**config.mk**
```make
export PLATFORM = sky130hd
export DESIGN_NAME = t_logic_stream_flat
export DESIGN_NICKNAME = d
export VERILOG_FILES = /design/src/rtl/t_logic_stream_if.sv /design/src/rtl/t_logic_stream.sv /design/src/flat_wrapper.sv
export SDC_FILE = /design/constraint.sdc
export NUM_CORES = 1
export LEC_CHECK = 0
export CAP_MARGIN = 0
export CORE_UTILIZATION = 52
export CTS_CLUSTER_SIZE = 24
export DETAILED_ROUTE_END_ITERATION = 8
export PLACE_DENSITY = 0.79
export SLEW_MARGIN = 10
export SYNTH_ARGS = -nofsm -noshare
export SYNTH_HDL_FRONTEND = slang
export SYNTH_SLANG_ARGS = --single-unit
```
**constraint.sdc**
```tcl
create_clock -name clk -period 2.1 [get_ports clk]
set_clock_uncertainty 0.1 [all_clocks]
set_input_delay 0.42 -clock clk [delete_from_list [all_inputs] [get_ports clk]]
set_output_delay 0.42 -clock clk [all_outputs]
set_load 0.005 [all_outputs]
```
**src/rtl/t_logic_stream_if.sv**
```systemverilog
// Handshake bundle for t_logic_stream.
// The source/consumer side uses master; the block uses slave.
interface t_logic_stream_if #(
    parameter int WIDTH = 4,
    parameter int CNT_W = 8
);
    logic             in_valid;
    logic             in_ready;
    logic [1:0]       mode;
    logic [WIDTH-1:0] pi0;
    logic [WIDTH-1:0] pi1;
    logic [WIDTH-1:0] pi2;
    logic [WIDTH-1:0] pi3;
    logic [WIDTH-1:0] pi4;
    logic             out_valid;
    logic             out_ready;
    logic [WIDTH-1:0] po0;
    logic [WIDTH-1:0] po1;
    logic [CNT_W-1:0] word_cnt;

    modport master (
        output in_valid, mode, pi0, pi1, pi2, pi3, pi4, out_ready,
        input  in_ready, out_valid, po0, po1, word_cnt
    );

    modport slave (
        input  in_valid, mode, pi0, pi1, pi2, pi3, pi4, out_ready,
        output in_ready, out_valid, po0, po1, word_cnt
    );
endinterface

```
**src/rtl/t_logic_stream.sv**
```systemverilog
// Streaming bitwise "t" logic function with per-word mode,
// a DEPTH-entry result FIFO and a wrapping delivered-word counter.
module t_logic_stream #(
    parameter int WIDTH = 4,
    parameter int DEPTH = 4,
    parameter int CNT_W = 8
) (
    input  logic             clk,
    input  logic             rst,
    t_logic_stream_if.slave  s
);
    localparam int PW = $clog2(DEPTH);
    localparam int OW = $clog2(DEPTH + 1);

    typedef logic [2*WIDTH-1:0] ent_t;

    ent_t             mem_q [DEPTH];
    ent_t             mem_d [DEPTH];
    logic [PW-1:0]    wr_q, wr_d;
    logic [PW-1:0]    rd_q, rd_d;
    logic [OW-1:0]    occ_q, occ_d;
    logic [CNT_W-1:0] cnt_q, cnt_d;
    logic             rdy_q, rdy_d;

    logic [WIDTH-1:0] r0, r1, w0, w1;
    logic             acc, pop, empty;

    always_comb begin
        r0 = (s.pi1 & ~(s.pi2 & s.pi3)) | (s.pi0 & s.pi2);
        r1 = ~(s.pi2 & s.pi3) & (s.pi1 | s.pi4);
        w0 = r0;
        w1 = r1;
        unique case (s.mode)
            2'b00: begin w0 = r0;  w1 = r1;  end
            2'b01: begin w0 = ~r0; w1 = ~r1; end
            2'b10: begin w0 = r1;  w1 = r0;  end
            2'b11: begin w0 = s.pi0; w1 = s.pi1; end
        endcase
    end

    always_comb begin
        empty = (occ_q == '0);
        acc   = s.in_valid & rdy_q;
        pop   = s.out_ready & ~empty;

        mem_d = mem_q;
        if (acc) begin
            mem_d[wr_q] = {w0, w1};
        end

        wr_d  = wr_q + PW'(acc);
        rd_d  = rd_q + PW'(pop);
        cnt_d = cnt_q + CNT_W'(pop);

        occ_d = occ_q;
        if (acc && !pop) begin
            occ_d = occ_q + OW'(1);
        end else if (!acc && pop) begin
            occ_d = occ_q - OW'(1);
        end

        // Ready is registered so a same-cycle pop cannot reopen a full FIFO
        rdy_d = (occ_d != OW'(DEPTH));
    end

    always_ff @(posedge clk or posedge rst) begin
        if (rst) begin
            for (int i = 0; i < DEPTH; i++) begin
                mem_q[i] <= '0;
            end
            wr_q  <= '0;
            rd_q  <= '0;
            occ_q <= '0;
            cnt_q <= '0;
            rdy_q <= 1'b0;
        end else begin
            mem_q <= mem_d;
            wr_q  <= wr_d;
            rd_q  <= rd_d;
            occ_q <= occ_d;
            cnt_q <= cnt_d;
            rdy_q <= rdy_d;
        end
    end

    assign s.in_ready   = rdy_q;
    assign s.out_valid  = ~empty;
    assign {s.po0, s.po1} = empty ? '0 : mem_q[rd_q];
    assign s.word_cnt   = cnt_q;
endmodule

```
**src/flat_wrapper.sv**
```systemverilog
// flat-port wrapper written by rule: the top's interface ports become plain ports
module t_logic_stream_flat 
#(
    parameter int WIDTH = 4,
    parameter int DEPTH = 4,
    parameter int CNT_W = 8
)
  (clk, rst, s_in_valid, s_mode, s_pi0, s_pi1, s_pi2, s_pi3, s_pi4, s_out_ready, s_in_ready, s_out_valid, s_po0, s_po1, s_word_cnt);
  t_logic_stream_if #(.WIDTH(WIDTH), .CNT_W(CNT_W)) s_i ();
  input  logic clk;
  input  logic rst;
  input wire logic [$bits(s_i.in_valid)-1:0] s_in_valid;
  input wire logic [$bits(s_i.mode)-1:0] s_mode;
  input wire logic [$bits(s_i.pi0)-1:0] s_pi0;
  input wire logic [$bits(s_i.pi1)-1:0] s_pi1;
  input wire logic [$bits(s_i.pi2)-1:0] s_pi2;
  input wire logic [$bits(s_i.pi3)-1:0] s_pi3;
  input wire logic [$bits(s_i.pi4)-1:0] s_pi4;
  input wire logic [$bits(s_i.out_ready)-1:0] s_out_ready;
  output wire logic [$bits(s_i.in_ready)-1:0] s_in_ready;
  output wire logic [$bits(s_i.out_valid)-1:0] s_out_valid;
  output wire logic [$bits(s_i.po0)-1:0] s_po0;
  output wire logic [$bits(s_i.po1)-1:0] s_po1;
  output wire logic [$bits(s_i.word_cnt)-1:0] s_word_cnt;
  assign s_i.in_valid = s_in_valid;
  assign s_i.mode = s_mode;
  assign s_i.pi0 = s_pi0;
  assign s_i.pi1 = s_pi1;
  assign s_i.pi2 = s_pi2;
  assign s_i.pi3 = s_pi3;
  assign s_i.pi4 = s_pi4;
  assign s_i.out_ready = s_out_ready;
  assign s_in_ready = s_i.in_ready;
  assign s_out_valid = s_i.out_valid;
  assign s_po0 = s_i.po0;
  assign s_po1 = s_i.po1;
  assign s_word_cnt = s_i.word_cnt;
  t_logic_stream #(.WIDTH(WIDTH), .DEPTH(DEPTH), .CNT_W(CNT_W)) u_core (.clk(clk), .rst(rst), .s(s_i));
endmodule
```
; Yosys cells after proc, flatten, opt, wreduce, memory -nomap -nowiden
; Index checks and enable logic that the tools add are counted.
; Widths: inputs -> output; s select.
[classes]
bitwise_logic = 14
add_sub_neg = 5
shifts = 0
n_div = 0
mul = 0
eq_ne = 4
n_mux = 11
n_lt_le_gt_ge = 3
reduce_logical = 7
[ops]
columns = cell, n
row1 = $bwmux 32, 1
row2 = $mux 8, 4
row3 = $pmux 4 s4, 2
row4 = $and 4x4->4, 4
row5 = $bmux 8 s2, 1
row6 = $demux 8 s2, 1
row7 = $not 4->4, 3
row8 = $add 8x1->8, 1
row9 = $or 4x4->4, 2
row10 = $ge 3x3->1 const B, 2
row11 = $mux 3, 2
row12 = $not 2->3, 2
row13 = $add 2x1->2, 2
row14 = $eq 2x2->1 const B, 2
row15 = $add 3x1->3 const B, 1
row16 = $logic_and 1x1->1, 3
row17 = $logic_not 3->1, 1
row18 = $lt 3x1->1 const B, 1
row19 = $ne 3x3->1 const B, 1
row20 = $sub 3x1->3 const B, 1
row21 = $and 1x1->1, 2
row22 = $eq 2x1->1 const B, 1
row23 = $logic_not 1->1, 2
row24 = $logic_not 2->1, 1
row25 = $not 1->1, 1
[word_totals]
reg_bits = 48
output_inout_bits = 18
memories = 0
latch_bits = 0
word_cells = 53
inputBits = 26
ramBits = 0
mem_bits_ro = 0

; Depth between registers and ports, before layout
; Gate-level depths: netlist of run 1.
[logic_depth]
depth_word = 7
depth_mapped = 8
mapped_depth_nobuf = 7

; Worst setup path before layout of run 1
; Ideal clock, no wire load.
[synth_timing]
path_type = flip-flop to output port
from = register u_core.rd_q[0]
to = output port s_po0[0]
path_stages_with_launch = 4
n_path_buf = 1
t_required_ns = 1.580
path_slack_ns = 0.339
arrival_ns = 1.241
cell_sequence = dfrtp_1 buf_2 mux4_2 and2_1
[synth_via]
elab_chain_cells = 5
[synth_rtl]
columns = element, line
row1 = start: declaration, t_logic_stream.sv:20  ; logic [PW-1:0] rd_q, rd_d;
row2 = start signal: assignment, t_logic_stream.sv:79  ; rd_q <= rd_d;
row3 = $not 2->3 (not written as such), t_logic_stream.sv:88  ; assign {s.po0, s.po1} = empty ? '0 : mem_q[rd_q];
row4 = $bmux 8 s2, t_logic_stream.sv:88
row5 = $mux 8 (not written as such) (2 in a row), t_logic_stream.sv:88
row6 = $mux 8, t_logic_stream.sv:88
row7 = end: declaration, flat_wrapper.sv:22  ; output wire logic [$bits(s_i.po0)-1:0] s_po0;
; Every way passes these cells. The select of a mux whose other input is x is not followed.

; Final worst setup path of run 1
[layout_timing]
from = register u_core.rd_q[0]
to = output port s_po1[0]
[layout_via]
elab_chain_cells = 5
[layout_rtl]
columns = element, line
row1 = $not 2->3 (not written as such), t_logic_stream.sv:88
row2 = $bmux 8 s2, t_logic_stream.sv:88
row3 = $mux 8 (not written as such) (2 in a row), t_logic_stream.sv:88
row4 = $mux 8, t_logic_stream.sv:88
row5 = end: declaration, flat_wrapper.sv:23  ; output wire logic [$bits(s_i.po1)-1:0] s_po1;
; Every way passes these cells. The select of a mux whose other input is x is not followed.

==> results of run 1 <==
per-stage QoR:
step | setup TNS, ps | cell area (um2) | power, mW
finish | -766 | 3320 | 4.81
global route | -1130 | 3320 | 5.11
CTS | -701 | 3280 | 4.62
detailed placement | -237 | 3080 | 3.76
global placement | -114 | 3080 | 3.66
floorplan | 0 | 2490 | 2.85
flip-flops by register name (all words and copies together), names as in the netlist:
signal             count
u_core.s.in_ready      1
u_core.occ_q           3
u_core.wr_q            2
u_core.s.word_cnt      8
u_core.rd_q            2
u_core.mem_q          32
power groups by stage:
| stage | Clock, mW | Sequential (mW) | Combinational [mW] |
|---|---|---|---|
| 2_1_floorplan | 0 | 1.58 | 1.27 |
| 3_3_place_gp | 0 | 1.68 | 1.99 |
| 3_5_place_dp | 0 | 1.70 | 2.05 |
| 4_1_cts | 0.662 | 1.68 | 2.27 |
| 5_1_grt | 0.690 | 1.75 | 2.67 |
| 6_report | 0.656 | 1.69 | 2.46 |
per-layer routing:
layer,vias to the layer above,wire [um]
met4,0,142
met2,64,2700
met3,12,231
met1,906,2220
met5,-,0
li1,906,-
how the worst max path moves through the flow:
stage,from,end,slack [ps],cells after the start
2_1_floorplan,u_core.rd_q[0],s_po0[0],340,3
3_3_place_gp,u_core.rd_q[0],s_po0[3],-30,4
3_5_place_dp,u_core.rd_q[0],s_po0[3],-40,4
4_1_cts,u_core.rd_q[0],s_po0[1],-120,5
5_1_grt,u_core.rd_q[0],s_po1[0],-170,5
6_report,u_core.rd_q[0],s_po1[0],-140,5
worst reg2reg max path, delay by kind of cell (launching register included):
family	cells	cell delay, ps
XOR/XNOR	1	220
adder cells (fa/ha/maj)	1	190
AND/OR/NAND/NOR	2	460
AO/OA/AOI/OAI	2	310
flip-flops	1	400
buffers and inverters	2	260
cells in the mapped netlist:
cell	count
buf_4	1
a22oi_1	8
xnor2_1	16
o211ai_1	1
mux2i_1	4
dfrtp_1	48
and3_1	2
inv_1	4
ha_1	5
nor2_1	11
nand3_1	5
xor2_1	5
o2bb2ai_1	4
o31ai_1	1
nand3b_1	1
nor2b_1	4
mux4_2	8
nand2b_4	1
o21ai_0	16
and2_1	9
nand2_1	30
buf_2	6
a21oi_1	9
a21oi_4	1
mux2_2	16
nand2_2	1
nor3_1	1
clkbuf_1	3
or3b_1	1
o2bb2ai_2	1
area by class of cell:
type,count,area share (%)
sequential,48,36.1
clock inverter,2,1.05
multi-input combinational,161,37.5
clock buffer,6,2.18
tap,52,1.96
inverter,4,0.452
timing repair buffer,69,20.7
repair_timing:
item	4_1_cts	5_1_grt
gates resized for setup	45	9
cloned	0	0
setup buffers	9	1
setup endpoints to repair	9	10
pin swaps	8	1
cells by family (layout without fill, tap and decap cells):
| family | Yosys count | in the layout |
|---|---|---|
| xor+xnor | 21 | 21 |
| mux | 28 | 28 |
| buf+inv | 14 | 81 |
| flops | 48 | 48 |
| compound gates | 41 | 41 |
| fa+ha+maj | 5 | 5 |
| simple gates | 66 | 66 |
==> out/qor.txt, run 1 <==
worst-margin pin slew: 452 ps
most common cell after layout, fill and taps aside: dfrtp_1
Core Util, Final: 74.3%
RR Endpoint: u_core.s.in_ready
Sw Pwr: 1.52 mW
M3 GR Usage: 4.78%
Netlist cell types: 30
outcome: finished, violations left
Adder-Cell Fraction of Synth Area: 2.51%
critical-path cell list: buf_12 > buf_12 > mux4_2 > and2_4 > buf_6
mux share of post-synthesis cell area: 16.1%
r2r startpoint: u_core.occ_q[0]
Die ar.: 5070 um2
hold_buf cts: 0
PortBufs: 43
synthesized area per cell: 11.2 um2
mapped cell area: 2490 um2
syn_nets: 254
area delta synth->final: 33.4%
GRT overflow: 0
Seq cells post-synth: 48
Layout fillers: 318
IR drop worst, VDD: 0.000514 V
Detailed Place HPWL: 3620 um
Final Critical Period: 2240 ps
RSZ-0062 raised after global routing: yes
CP top delay family: multiplexers
post-synth top area share: 48.2%
Die H: 71.2 um
Synth Area in XOR/XNOR: 7.38%
Combinational Power Share: 51.1%
CP dominant cell by count: buf_12
busiest grt layer: met2
post-route setup slack: -143 ps
Post-Place Cells: 324
maximum clock frequency: 0.446 GHz
Final GP Congestion: 0.771
first-pass GRT wire length: 9070 um
Hold/Removal Path Class: primary input to async pin
worst reg-to-reg setup slack: 40 ps
critical path startpoint category: flop
post-synth top area cell: dfrtp_1
TritonCTS clock tree: yes
storage element area: 1200 um2
largest family of logic cells by synthesized area: multiplexers
failing checks: negative setup slack
CP max stage cell: mux4_2
GR Util All Layers: 23.7%
clk buf depth: 2
H-tree depth: 2
largest net degree at the start of global routing: 36
arrival time worst endpoint: 1720 ps
post-synthesis compound-gate area fraction: 10.7%
sw frac: 31.6%
Post-Layout Cell Count: 342
Seq pwr share: 35.3%
hold_ws: 279 ps
met2 GRT Util: 41.0%
WP buf/inv: 3
met1 Track Usage GR: 29.0%
setup violators final: 8
max_slew headroom: 69.9%
initial antenna violation count: 0
Starting Density: 55.7%
fin nets: 320
vias per cell: 5.52
CP Max Fanout: 4
post-DR wirelength/cell: 15.5 um
most frequent cells in the layout: 48 x dfrtp_1, 34 x clkdlybuf4s50_1, 30 x nand2_1
final wirelength: 5290 um
Worst setup EP type: output port
final hold vios: 0
number of global-route vias before repair: 1913
synthesized instance count: 223
CTS sink cnt: 48
Detailed Routing Iterations Pass 1: 4
main area contributors after synthesis: dfrtp_1 48%, mux2_2 7.2%, mux4_2 7.2%
critical path type: flop to output port
clock network power share: 13.6%
Antenna Violating Nets Remaining: 0
Iteration-0 DRC Markers: 131
PwrDens: 1450 nW/um2
Post-Place Worst Slack: -41.0 ps
max cap viols: 0
Cell Rows: 24
sequential element share of the synthesized area: 48.2%
P_leak: 1.46 nW
Simple-Gate Fraction of Synth Area: 12.6%
WP data required: 1580 ps
die width: 71.2 um
area of the multi-input gates: 1250 um2
CORE AREA: 4470 um2
fraction of layout cells with a size suffix above 1: 27.2%
P_int: 3.29 mW
# IOs: 44
n_diodes: 0
CTS root buf: clkbuf_8
CTS Buf Count: 5
Ys Warns: 0
Final Max Slew Viols: 0
Vias: 1888
residual DRC count: 0
Crit path largest cell delay: 490 ps
clock latency on the worst-skew pair: 300 ps
fin crit share: 107%
R2R depth: 8
clock-pin slew on the worst setup and hold paths: 90 ps
No activity file was read; power rests on OpenSTA's default activity.
==> run 2, diff against run 1 <==
CTS_CLUSTER_SIZE = 14   (was 24)
==> results of run 2 <==
The final DEF is identical to that of run 1; final timing and power are the same.
==> patch (config.mk and constraints of run 2) <==
Make the reset (`rst`) synchronous in one clocked block.
--- a/src/rtl/t_logic_stream.sv
+++ b/src/rtl/t_logic_stream.sv
@@ -65,3 +65,3 @@
 
-    always_ff @(posedge clk or posedge rst) begin
+    always_ff @(posedge clk) begin
         if (rst) begin
Function: differs if rst is asserted again (counterexample within 4 cycles, from zero or initial values and one cycle with rst high); with rst held inactive, the same outputs for 10 cycles.
==> patch against run 2 <==
The run still ends with negative setup slack left. Utilization is 0.38 points lower. Routed wire length is 5.2% higher. Sequential cell count stayed put. Setup slack better by 0.093 ns. Area after synthesis is 3.1% lower. First-iteration DRC count is 15% higher. Design area is 1.8% lower. Via count is 15% higher. Worst hold slack better by 0.12 ns. Largest cell class unchanged.
Power is not compared: it rests on default switching activity, and its combinational part moved more than twofold at a synthesized area within 25%.
==> patch: results <==
[timing]
layout_setup_ws_ns = -0.05019
fin_tns_setup_ns = -0.07198
report.final.setup_viol = 3

[synth]
yosys-top-cells-area = "dfxtp_1 40%, a211oi_1 9.0%, mux4_2 7.5%, nor2_1 7.3%, xor2_1 3.3%"
synth_commonest_cells = "48 x dfxtp_1, 47 x nor2_1, 29 x a211oi_1"
synth_nets = 294
ys_types = 38
synthFlopType = "dfxtp_1"
yosysSeqAreaShare = 0.3979

[global_routing]
grt_max_degree = 49
track_usage = 0.2409
gr-usage-met3 = 0.04618
grt_use_met1 = 0.3039
grt_pass1_wl_um = 9411

[drt]
via_per_inst = 5.641
routed-wl-met2_um = 2777
wl_met1_um = 2463

[status]
violations = "negative setup slack"
status = "finished, violations left"

[worst_setup_path]
r2r-start = "u_core.occ_q[0]"
path_max_fanout = 6
startpoint = "u_core.rd_q[0]"

[final_layout]
finalNetCount = 362
layout-drive-gt1-share = 0.2139

[placement]
dp_hpwl_um = 3940
place_area_um2 = 3115
gp_congestion = 0.8591
dp_cells = 369
place_ws_ns = -0.09074

[worst_hold_path]
min_path_type = "flop to flop"
-- patch: cell type report --
| type | count | area share |
|---|---|---|
| Inverter | 5 | 0.005752 |
| Clock buffer | 6 | 0.02224 |
| Clock inverter | 2 | 0.01074 |
| Tap cell | 52 | 0.01994 |
| Multi-Input combinational cell | 194 | 0.4214 |
| Timing Repair Buffer | 77 | 0.2243 |
| Sequential cell | 48 | 0.2956 |
-- patch: final timing paths --
kind,to,slack (ns)
worst min register to register,u_core.mem_q[15],0.40
worst max register to register,u_core.s.word_cnt[4],0.20
worst max-delay path,s_po1[1],-0.05
worst min-delay path,u_core.mem_q[15],0.40
-- patch: logic make-up after synthesis --
group           synth area share
flops                     0.3979
compound gates            0.1855
fa+ha+maj                0.02591
mux                       0.1036
xor+xnor                 0.05078
buf+inv                  0.03782
simple gates              0.1984
-- patch: repair_timing --
action                                  4_1_cts  5_1_grt
pin swaps                                     8        0
gates resized for setup                      38        3
hold buffers                                  0        0
endpoints found under the setup margin        9        6
buffers inserted                              9        0
